<file path="config.mk">
export PLATFORM = sky130hd
export DESIGN_NAME = gg_emu_rm_sched
export DESIGN_NICKNAME = d
export VERILOG_FILES = /design/src/rtl/gg_emu_rm_sched.sv
export SDC_FILE = /design/constraint.sdc
export NUM_CORES = 1
export LEC_CHECK = 0
export ABC_AREA = 1
export CAP_MARGIN = 20
export CORE_AREA = 10 10 364 366
export DETAILED_ROUTE_END_ITERATION = 6
export DIE_AREA = 0 0 374 376
export SLEW_MARGIN = 20
export SYNTH_ARGS = -nofsm -noshare
export SYNTH_HDL_FRONTEND = slang
export SYNTH_SLANG_ARGS = --single-unit
</file>
<file path="constraint.sdc">
create_clock -name clk -period 2.1 [get_ports clk]
set_input_delay 0.315 -clock clk [delete_from_list [all_inputs] [get_ports clk]]
set_output_delay 0.315 -clock clk [all_outputs]
set_load 0.005 [all_outputs]
</file>
<file path="src/rtl/gg_emu_rm_sched.sv">
`timescale 1ns/1ps
// Packet-granular round-robin sharing of one emulation-prevention remover between NREQ requesters.
// A tag FIFO shadows the words in flight so each output word carries its requester id and last flag.
module gg_emu_rm_sched #(
  parameter int  NREQ  = 4,
  parameter int  DEPTH = 8,
  localparam int IDW   = $clog2(NREQ)
) (
  input  logic                 clk,
  input  logic                 reset,
  input  logic [NREQ*128-1:0]  req_data,
  input  logic [NREQ-1:0]      req_valid,
  input  logic [NREQ-1:0]      req_last,
  output logic [NREQ-1:0]      req_ready,
  output logic                 rm_clear,
  output logic [127:0]         rm_iport,
  output logic                 rm_iport_valid,
  input  logic                 rm_iport_ready,
  input  logic [127:0]         rm_oport,
  input  logic [15:0]          rm_flag,
  input  logic                 rm_oport_valid,
  output logic                 rm_oport_ready,
  output logic [127:0]         out_data,
  output logic [15:0]          out_flag,
  output logic [IDW-1:0]       out_id,
  output logic                 out_last,
  output logic                 out_valid,
  input  logic                 out_ready,
  output logic                 busy,
  output logic                 err
);

  localparam int AW = $clog2(DEPTH);
  localparam int CW = AW + 1;

  typedef enum logic [1:0] {CLR, ARB, XFER, DRAIN} state_t;
  state_t state, state_nxt;

  logic [IDW-1:0] ptr, gnt, arb_sel;
  logic           arb_hit;
  logic [IDW:0]   tag_mem [DEPTH];
  logic [IDW:0]   head;
  logic [AW-1:0]  wr_ptr, rd_ptr;
  logic [CW-1:0]  count;
  logic           fifo_full, fifo_empty, push, pop, xfer;

  assign fifo_full  = (count == CW'(DEPTH));
  assign fifo_empty = (count == '0);
  assign xfer       = (state == XFER) && !reset;

  // Descending scan so the requester nearest to ptr+1 is the one that sticks
  always_comb begin
    logic [IDW:0] sum;
    arb_hit = 1'b0;
    arb_sel = ptr;
    sum     = '0;
    for (int i = NREQ; i >= 1; i--) begin
      sum = {1'b0, ptr} + (IDW+1)'(i);
      if (sum >= (IDW+1)'(NREQ)) sum = sum - (IDW+1)'(NREQ);
      if (req_valid[sum[IDW-1:0]]) begin
        arb_hit = 1'b1;
        arb_sel = sum[IDW-1:0];
      end
    end
  end

  assign rm_iport       = req_data[32'(gnt) * 128 +: 128];
  assign rm_iport_valid = xfer && req_valid[gnt] && !fifo_full;
  assign push           = rm_iport_valid && rm_iport_ready;
  assign pop            = rm_oport_valid && out_ready && !fifo_empty;

  always_comb begin
    req_ready = '0;
    if (xfer && rm_iport_ready && !fifo_full) req_ready[gnt] = 1'b1;
  end

  always_comb begin
    state_nxt = state;
    case (state)
      CLR:     state_nxt = ARB;
      ARB:     if (arb_hit) state_nxt = XFER;
      XFER:    if (push && req_last[gnt]) state_nxt = DRAIN;
      DRAIN:   if (fifo_empty || (count == CW'(1) && pop)) state_nxt = CLR;
      default: state_nxt = CLR;
    endcase
  end

  always_ff @(posedge clk) begin
    if (reset) begin
      state  <= CLR;
      ptr    <= IDW'(NREQ - 1);
      gnt    <= '0;
      wr_ptr <= '0;
      rd_ptr <= '0;
      count  <= '0;
      err    <= 1'b0;
    end else begin
      state <= state_nxt;
      if (state == ARB && arb_hit) begin
        gnt <= arb_sel;
        ptr <= arb_sel;
      end
      if (push) wr_ptr <= wr_ptr + AW'(1);
      if (pop)  rd_ptr <= rd_ptr + AW'(1);
      if (push && !pop)      count <= count + CW'(1);
      else if (pop && !push) count <= count - CW'(1);
      // Remover produced a word nobody asked for
      if (rm_oport_valid && fifo_empty) err <= 1'b1;
    end
  end

  always_ff @(posedge clk) begin
    if (push) tag_mem[wr_ptr] <= {gnt, req_last[gnt]};
  end

  assign head           = tag_mem[rd_ptr];
  assign out_id         = fifo_empty ? '0 : head[IDW:1];
  assign out_last       = !fifo_empty && head[0];
  assign out_data       = rm_oport;
  assign out_flag       = rm_flag;
  assign out_valid      = rm_oport_valid;
  assign rm_oport_ready = out_ready;
  assign rm_clear       = (state == CLR) && !reset;
  assign busy           = (state != ARB) && !reset;

endmodule

</file>
* Yosys cells after proc, flatten, opt, wreduce, memory -nomap -nowiden
Memory sizes are Yosys's and may differ from the RTL's. A register that Yosys moved wholly into a read port is not among the register bits. Index checks and enable logic that the tools add are counted.
Cells by class: add/sub/neg operators 12, shifts and indexed selects 1, muxes and demuxes 38, order comparisons 10, reductions and logical operators 28, equality and inequality tests 9
Operator list (count):
- 512-bit by 10-bit indexed part select with 128-bit output | 1
- 2-bit 2-to-1 mux | 12
- 1-bit logical AND | 18
- 2-bit by 3-bit less-than comparator with 1-bit output, second input constant | 5
- 1-bit 2-to-1 mux | 13
- 1-bit binary-select mux with 2-bit select | 6
- 3-bit greater-or-equal comparator, second input constant | 4
- 4-bit 2-to-1 mux | 3
- 2-bit case mux with 4 select lines | 1
- 2-bit by 1-bit subtractor with 2-bit output, second input constant | 4
- 2-bit by 2-bit adder with 3-bit output, second input constant | 2
- 3-bit by 1-bit adder with 3-bit output, second input constant | 2
- 3-bit 2-to-1 mux | 2
- 1-bit zero test | 5
- 4-bit by 1-bit adder with 4-bit output, second input constant | 1
- 2-bit equality test, second input constant | 2
- 4-bit by 1-bit equality test with 1-bit output, second input constant | 1
- 4-bit equality test, second input constant | 1
- 4-bit zero test | 1
- 2-bit by 1-bit inequality test with 1-bit output, second input constant | 2
- 2-bit inequality test, second input constant | 2
- 4-bit by 1-bit subtractor with 4-bit output, second input constant | 1
- 2-bit by 1-bit adder with 3-bit output, second input constant | 1
- 2-bit by 3-bit adder with 3-bit output, second input constant | 1
- other kinds (7) | 7
Storage, ports and cells: memories 1, bits in writable memories 24, output and inout bits 285, register bits 17
Memories:
- tag_mem | depth 8, width 3, read ports 1, clocked after Yosys merged registers in 1, write ports 1, RTL line 41 | logic [IDW:0] tag_mem [DEPTH];

* Depth between registers and ports, before layout
Gate-level depths: netlist of the first run.
word-level depth 11, mapped depth 14, gate-level depth less buffers 14

* Worst setup path after synthesis of the first run
Ideal clock, no wire load.
path kind register to register, start reg count[0], end reg count[3], buffers on the path 0, setup slack 82 ps, period minus slack after synthesis 2018 ps, required time 2030 ps, data arrival time 1948 ps, stages on the path, launching flop included 11, cells stage by stage dfxtp_1 > inv_1 > ha_1 > nand2_1 > inv_1 > nor2_1 > inv_1 > ha_1 > o31ai_1 > o21ai_0 > a21oi_1
Between the ends: cells in the longest elaborated chain, start to end 7
Ends and longest elaborated chain:
- start, declared | RTL line 44 | logic [CW-1:0] count;
- start signal, assigned | RTL line 105 | if (push && !pop) count <= count + CW'(1);
- start signal, assigned | RTL line 106 | else if (pop && !push) count <= count - CW'(1);
- parallel branches: the longest is 7 deep, another holds 4-bit by 1-bit subtractor with 4-bit output
Parallel ways; which one is timed is not known. The select of a mux whose other input is x is not followed. A chain may end at the register's enable or synchronous reset.

* Worst setup path in the final report of the first run
start reg gnt[0], end out rm_iport[104]
Between the ends: cells in the longest elaborated chain, start to end 1
Ends and longest elaborated chain:
- start, declared | RTL line 39 | logic [IDW-1:0] ptr, gnt, arb_sel;
- start signal, assigned | RTL line 100 | gnt <= arb_sel;
- 512-bit by 10-bit indexed part select with 128-bit output | RTL line 67 | assign rm_iport = req_data[32'(gnt) * 128 +: 128];
- end, declared | RTL line 16 | output logic [127:0] rm_iport,
No other way between the ends.

==> out/metrics.csv, run 1 <==
metric,value,unit
pin count of the biggest net entering global routing,36,
hold buffers post-CTS,0,
CP Class,register to primary output,
R2R Path End,count[3],
synthesized area,6630,um2
NetSw,10.14,mW
run status,"finished, violations left",
Final Skew,0.01445,ns
I/O Buffers,665,
Gate Count Post-Synth,1031,
HP Start,rd_ptr[2],
DRT iter0 DRCs,776,
Clock Latency Late Sink,0.30,ns
Setup crit end kind,primary output,
post-route ant nets,0,
global route overflow,0,
Synth Warn #,0,
Area Overhead vs Synth,182.1,%
Mapped Nets,1710,
MaxCap Viol Count,0,
"Slew Viols, Final",0,
Leakage,6.741,nW
Clk network pwr share,4.2,%
die width,374,um
"critical path fanouts, max",5,
mean number of vias per cell,3.441,
sequential area share after synthesis,16.91,%
Slew headroom,60.26,%
Fmax achieved,443.4,MHz
die area,140600,um2
period utilisation layout,107.4,%
"commonest non-fill, non-tap cell in the layout",clkdlybuf4s50_1,
WL final,104.9,mm
"Hold Vio Cnt, Final",0,
Max Root-Sink Buffers,2,
# nets final,2368,
CTS tree,yes,
r2r setup slk,-0.09,ns
Internal Power,11.05,mW
initial antenna violation count,79,
first-pass GRT wire length,126.6,mm
H-tree depth,2,
Worst setup SP type,register,
Net Sw Frac,47.85,%
CTS buffer count,5,
Period minus WS final,2.256,ns
fillers,14070,
CORE AREA,125100,um2
number of global-route vias before repair,11400,
Die Height,376,um
num ports,954,
DRC errors left,0,
Worst EP required,1.78,ns
R2R depth,16,
"commonest non-fill, non-tap cells in the layout","clkdlybuf4s50_1 (529), nand3_1 (273), nand3_2 (104)",
register bit count reported by yosys,44,
clk sink count,44,
final worst slack,-0.1555,ns
Yosys cell types,26,
sequential share of power,5.6,%
final setup fails,54,
Cell Pwr Density,1133,nW/um2
"Avg Cell Area, Syn",6.431,um2
row cnt,130,
Slew @ Worst Pin,0.5962,ns
combinational power share,90.2,%
failing checks,negative setup slack,
gr usage total,13.66,%
Critical Path AT,1.94,ns
dpl hpwl,84.95,mm
GPL Wtd Cong,0.9376,
VDD IR max,0.0005211,V
"CTS clk-pin slew, worst paths",0.08,ns
Worst R2R Start,gnt[0],
Hold Crit Depth,2,
Starting Density,5.301,%
Place WS,-0.5880,ns
worst min-delay path class,register to register,
wire per inst,31.31,um
unrepaired setup endpoints after global routing,true,
Setup TNS,-3.468,ns
Vias,11530,
share of cells above drive strength 1,36.63,%
first-pass detailed-route iteration total,5,
clk root buf,clkbuf_16,
## worst max-delay path: stages, from the launching register on
cell	delay, ns
dfxtp_4	0.37
clkinv_4	0.06
nor2_4	0.04
buf_12	0.14
buf_16	0.16
buf_12	0.14
a22oi_2	0.36
nand3_1	0.18
buf_2	0.18
## sequential cells by signal, indices dropped and copies added, names as in the netlist, named ones only
| register | count |
|---|---|
| tag_mem | 24 |
| count | 4 |
| rd_ptr | 3 |
| wr_ptr | 3 |
| gnt | 2 |
| ptr | 2 |
| state | 2 |
| err | 1 |
## logic make-up (layout without fill, tap and decap cells)
family / Yosys count / after routing / synth area share, %
flip-flops: 44 / 44 / 16.91
buffers and inverters: 280 / 939 / 25.12
adder cells (fa/ha/maj): 10 / 10 / 1.887
AND/OR/NAND/NOR: 522 / 522 / 37.50
AO/OA/AOI/OAI: 174 / 174 / 18.46
XOR/XNOR: 1 / 1 / 0.1321
other: 0 / 11 / 0
## synthesized netlist by cell type
| cell | instances | share of area (%) |
|---|---|---|
| inv_1 | 39 | 2.2 |
| dfxtp_1 | 20 | 6.0 |
| nand3b_1 | 1 | 0.11 |
| buf_4 | 149 | 17 |
| buf_2 | 44 | 3.3 |
| ha_1 | 10 | 1.9 |
| nand4_1 | 2 | 0.19 |
| o32ai_1 | 6 | 0.79 |
| a22oi_1 | 128 | 14 |
| xnor2_1 | 1 | 0.13 |
| inv_2 | 2 | 0.11 |
| nand2_1 | 66 | 3.7 |
| o31ai_1 | 1 | 0.11 |
| a21oi_1 | 15 | 1.1 |
| buf_1 | 3 | 0.17 |
| a21oi_2 | 1 | 0.13 |
| nor2_2 | 2 | 0.19 |
| edfxtp_1 | 24 | 11 |
| o211ai_1 | 1 | 0.11 |
| clkbuf_1 | 43 | 2.4 |
| nand3_1 | 398 | 30 |
| nor3_1 | 12 | 0.91 |
| a31oi_1 | 1 | 0.094 |
| nor2_1 | 41 | 2.3 |
| o21ai_0 | 20 | 1.5 |
| o21ai_1 | 1 | 0.075 |
## layout make-up
| type | instances | area [um2] | area share [%] |
|---|---|---|---|
| flip-flops and latches | 44 | 1134 | 6.061 |
| multi-input cells | 707 | 5260 | 28.13 |
| diodes | 11 | 27.53 | 0.1472 |
| well taps | 1650 | 2064 | 11.04 |
| repair buffers | 890 | 9901 | 52.94 |
| clock buffers | 8 | 151.4 | 0.8095 |
| inverters | 41 | 163.9 | 0.8764 |
## power by group through the flow
stage               Combinational (mW)  Sequential (mW)  Clock [mW]
floorplan                         4.52             1.16           0
global placement                  14.4             1.21           0
detailed placement                14.4             1.21           0
CTS                               18.5             1.20       0.940
global route                      20.2             1.22       0.984
finish                            19.1             1.19       0.883
## repair_timing
action,in CTS,in global routing
pin swaps,107,63
setup endpoints to repair,128,146
cloned,20,14
gates resized for setup,646,142
setup buffers,74,17
## worst max-delay path by stage
stage / startpoint / endpoint / slack (ns) / cells past startpoint
floorplan: count[0] / count[3] / 0.08 / 10
finish: gnt[0] / rm_iport[104] / -0.16 / 8
global route: gnt[0] / rm_iport[121] / -0.24 / 8
CTS: gnt[0] / rm_iport[112] / -0.28 / 8
global placement: gnt[1] / rm_iport[121] / -0.57 / 6
detailed placement: gnt[1] / rm_iport[121] / -0.59 / 6
## layer usage
| metal | GRT usage (%) | wire length [um] | share of wire (%) |
|---|---|---|---|
| met5 | 1.886 | 873 | 0.83 |
| met4 | 2.686 | 3111 | 3.0 |
| met3 | 9.165 | 15960 | 15 |
| met2 | 21.63 | 46330 | 44 |
| met1 | 15.04 | 38630 | 37 |
## through the flow
step	hold WS (ns)	util [%]	area [um2]	power (mW)	instances
after global placement	0.4423	12.29	15370	15.61	3224
after detailed placement	0.4587	12.29	15370	15.63	3224
final	0.4628	14.95	18700	21.18	3351
after global routing	0.4881	14.94	18680	22.37	3343
after CTS	0.4583	14.30	17890	20.64	3319
after floorplan	0.4334	-	6630	5.685	1031
(Power assumes the default switching activity.)
==> run 2: changes to the inputs <==
--- a/config.mk
+++ b/config.mk
@@ -10,6 +10,7 @@
 export CORE_AREA = 10 10 364 366
 export DETAILED_ROUTE_END_ITERATION = 6
 export DIE_AREA = 0 0 374 376
+export MAX_ROUTING_LAYER = met4
 export SLEW_MARGIN = 20
 export SYNTH_ARGS = -nofsm -noshare
 export SYNTH_HDL_FRONTEND = slang
==> constraint.sdc (replaced) <==
create_clock -name clk -period 2.1 [get_ports clk]
set_input_delay 0.42 -clock clk [delete_from_list [all_inputs] [get_ports clk]]
set_output_delay 0.42 -clock clk [all_outputs]
set_load 0.005 [all_outputs]
==> run 2 against run 1 <==
  * The run still ends with negative setup slack left
  * Clock skew is 0.0082 ns lower
  * Clock-buffer cell count fell by 1
  * Utilization rose by 0.95 points
  * Cell count rose by 3.3%
  * Sequential share of layout area fell by 0.35 points
  * Combinational power increased by 14%
  * Clock power rose by 8.5%
  * Global-route usage is 0.43 points higher
  * Sequential power about the same
  * Hold slack got worse by 0.0067 ns
  * Critical path type unchanged
==> out/metrics.csv, run 2 (synthesis results as in run 1) <==
metric,value,unit
run status,"finished, violations left",
failing checks,negative setup slack,
Vias,11590,
Worst Setup SP,gnt[1],
initial antenna violation count,75,
VDD IR max,0.0005357,V
H-tree depth,2,
Worst setup SP type,register,
Setup crit end kind,primary output,
Clock Latency Late Sink,0.29,ns
"critical path fanouts, max",8,
CTS buffer count,5,
Setup TNS,-16.01,ns
"Slew Viols, Final",0,
hold_ws,0.4561,ns
Worst EP required,1.68,ns
r2r setup slk,0.01,ns
row cnt,130,
Area Overhead vs Synth,199.9,%
footprint of the multi-input gates,5343,um2
WL final,103.9,mm
DRT iter0 DRCs,688,
Slew @ Worst Pin,0.3625,ns
first-pass detailed-route iteration total,7,
Starting Density,5.301,%
"commonest non-fill, non-tap cell in the layout",clkdlybuf4s50_1,
Critical Path AT,1.98,ns
R2R depth,15,
post-route ant nets,0,
period utilisation layout,114.1,%
Period minus WS final,2.395,ns
wire per inst,30.00,um
# nets final,2442,
I/O Buffers,665,
Largest register FFs,24,
die width,374,um
dpl hpwl,84.94,mm
"Hold Vio Cnt, Final",0,
"CTS clk-pin slew, worst paths",0.06,ns
Placed Area,15540,um2
pin count of the biggest net entering global routing,27,
Final Skew,0.006207,ns
die area,140600,um2
CP Class,register to primary output,
Max Root-Sink Buffers,2,
end of the critical path,rm_iport[55],
final setup fails,119,
design area,19880,um2
clk root buf,clkbuf_16,
Leakage,7.357,nW
HP Start,err,
CORE AREA,125100,um2
MaxCap Viol Count,0,
overall power,23.85,mW
Final Util,15.90,%
worst min-delay path class,register to register,
GPL Wtd Cong,0.9603,
share of cells above drive strength 1,41.61,%
CTS tree,yes,
first-pass GRT wire length,127.4,mm
R2R Path End,count[3],
Fmax achieved,417.5,MHz
global route overflow,0,
DRC errors left,0,
final worst slack,-0.2951,ns
register area,1136,um2
Worst R2R Start,gnt[1],
biggest regs,"tag_mem: 24 flops, count: 4 flops",
Largest Register,tag_mem,
"commonest non-fill, non-tap cells in the layout","clkdlybuf4s50_1 (525), nand3_1 (276), a22oi_2 (121)",
Cell Pwr Density,1199,nW/um2
hold buffers post-CTS,0,
num ports,954,
number of global-route vias before repair,11810,
mean number of vias per cell,3.346,
Die Height,376,um
unrepaired setup endpoints after global routing,true,
fillers,14000,
Slew headroom,75.81,%
gr usage total,14.10,%
clk sink count,44,
-- run 2: cell count changes in the layout (fill, tap and decap cells not counted), moves of 18 or more --
cell | previous run | this run
buf_6 | 60 | 106
diode_2 | 11 | 49
a22oi_1 | 33 | 7
a22oi_2 | 95 | 121
buf_12 | 67 | 90
buf_4 | 95 | 113
-- run 2: worst max-delay path, stage by stage (launching register included) --
cell and delay [ns]:
dfxtp_4 0.43, nor2_4 0.06, buf_8 0.14, buf_16 0.15, buf_16 0.15, buf_8 0.14
a22oi_2 0.20, buf_4 0.17, nand3_4 0.07, buf_12 0.15
-- run 2: power by group --
| part | total, mW | switching, mW | internal [mW] |
|---|---|---|---|
| Combinational | 21.7 | 10.3 | 11.4 |
| Sequential | 1.21 | 0.133 | 1.08 |
| Clock | 0.958 | 0.324 | 0.634 |
| Total | 23.8 | 10.7 | 13.1 |
-- run 2: cell type report --
type                       count  share of cell area [%]
timing repair buffer         964                   54.64
clock buffer                   7                  0.7740
multi-input combinational    707                   26.87
inverter                      41                  0.8558
clock inverter                 1                  0.1510
tap                         1650                   10.38
antenna                       49                  0.6167
sequential                    44                   5.714
-- run 2: metrics by stage --
step / std cells / setup slack [ns]
2_1_floorplan: 1031 / 0.08202
3_3_place_gp: 3243 / -0.5063
3_5_place_dp: 3243 / -0.4804
4_1_cts: 3384 / -0.3438
5_1_grt: 3460 / -0.3497
6_report: 3463 / -0.2951
-- run 2: how the worst min path moves through the flow --
stage	slack, ns	cells past startpoint	end
final	0.46	2	err
after floorplan	0.43	2	register
after global routing	0.49	2	err
after detailed placement	0.45	2	err
after CTS	0.45	2	err
after global placement	0.44	2	err
-- run 2: repair_timing --
item | CTS | global route
cloned | 28 | 6
resized for setup | 786 | 181
endpoints found under the setup margin | 137 | 168
setup buffers | 111 | 49
pin swaps | 111 | 117
-- run 2: layer usage --
layer  up-vias  global-route usage [%]  routed length [um]
li1       5159                       -                   -
met3        79                   9.028               15240
met4         0                   2.179                1902
met2       862                   21.96               46680
met5         -                       -                   0
met1      5486                   15.31               40080
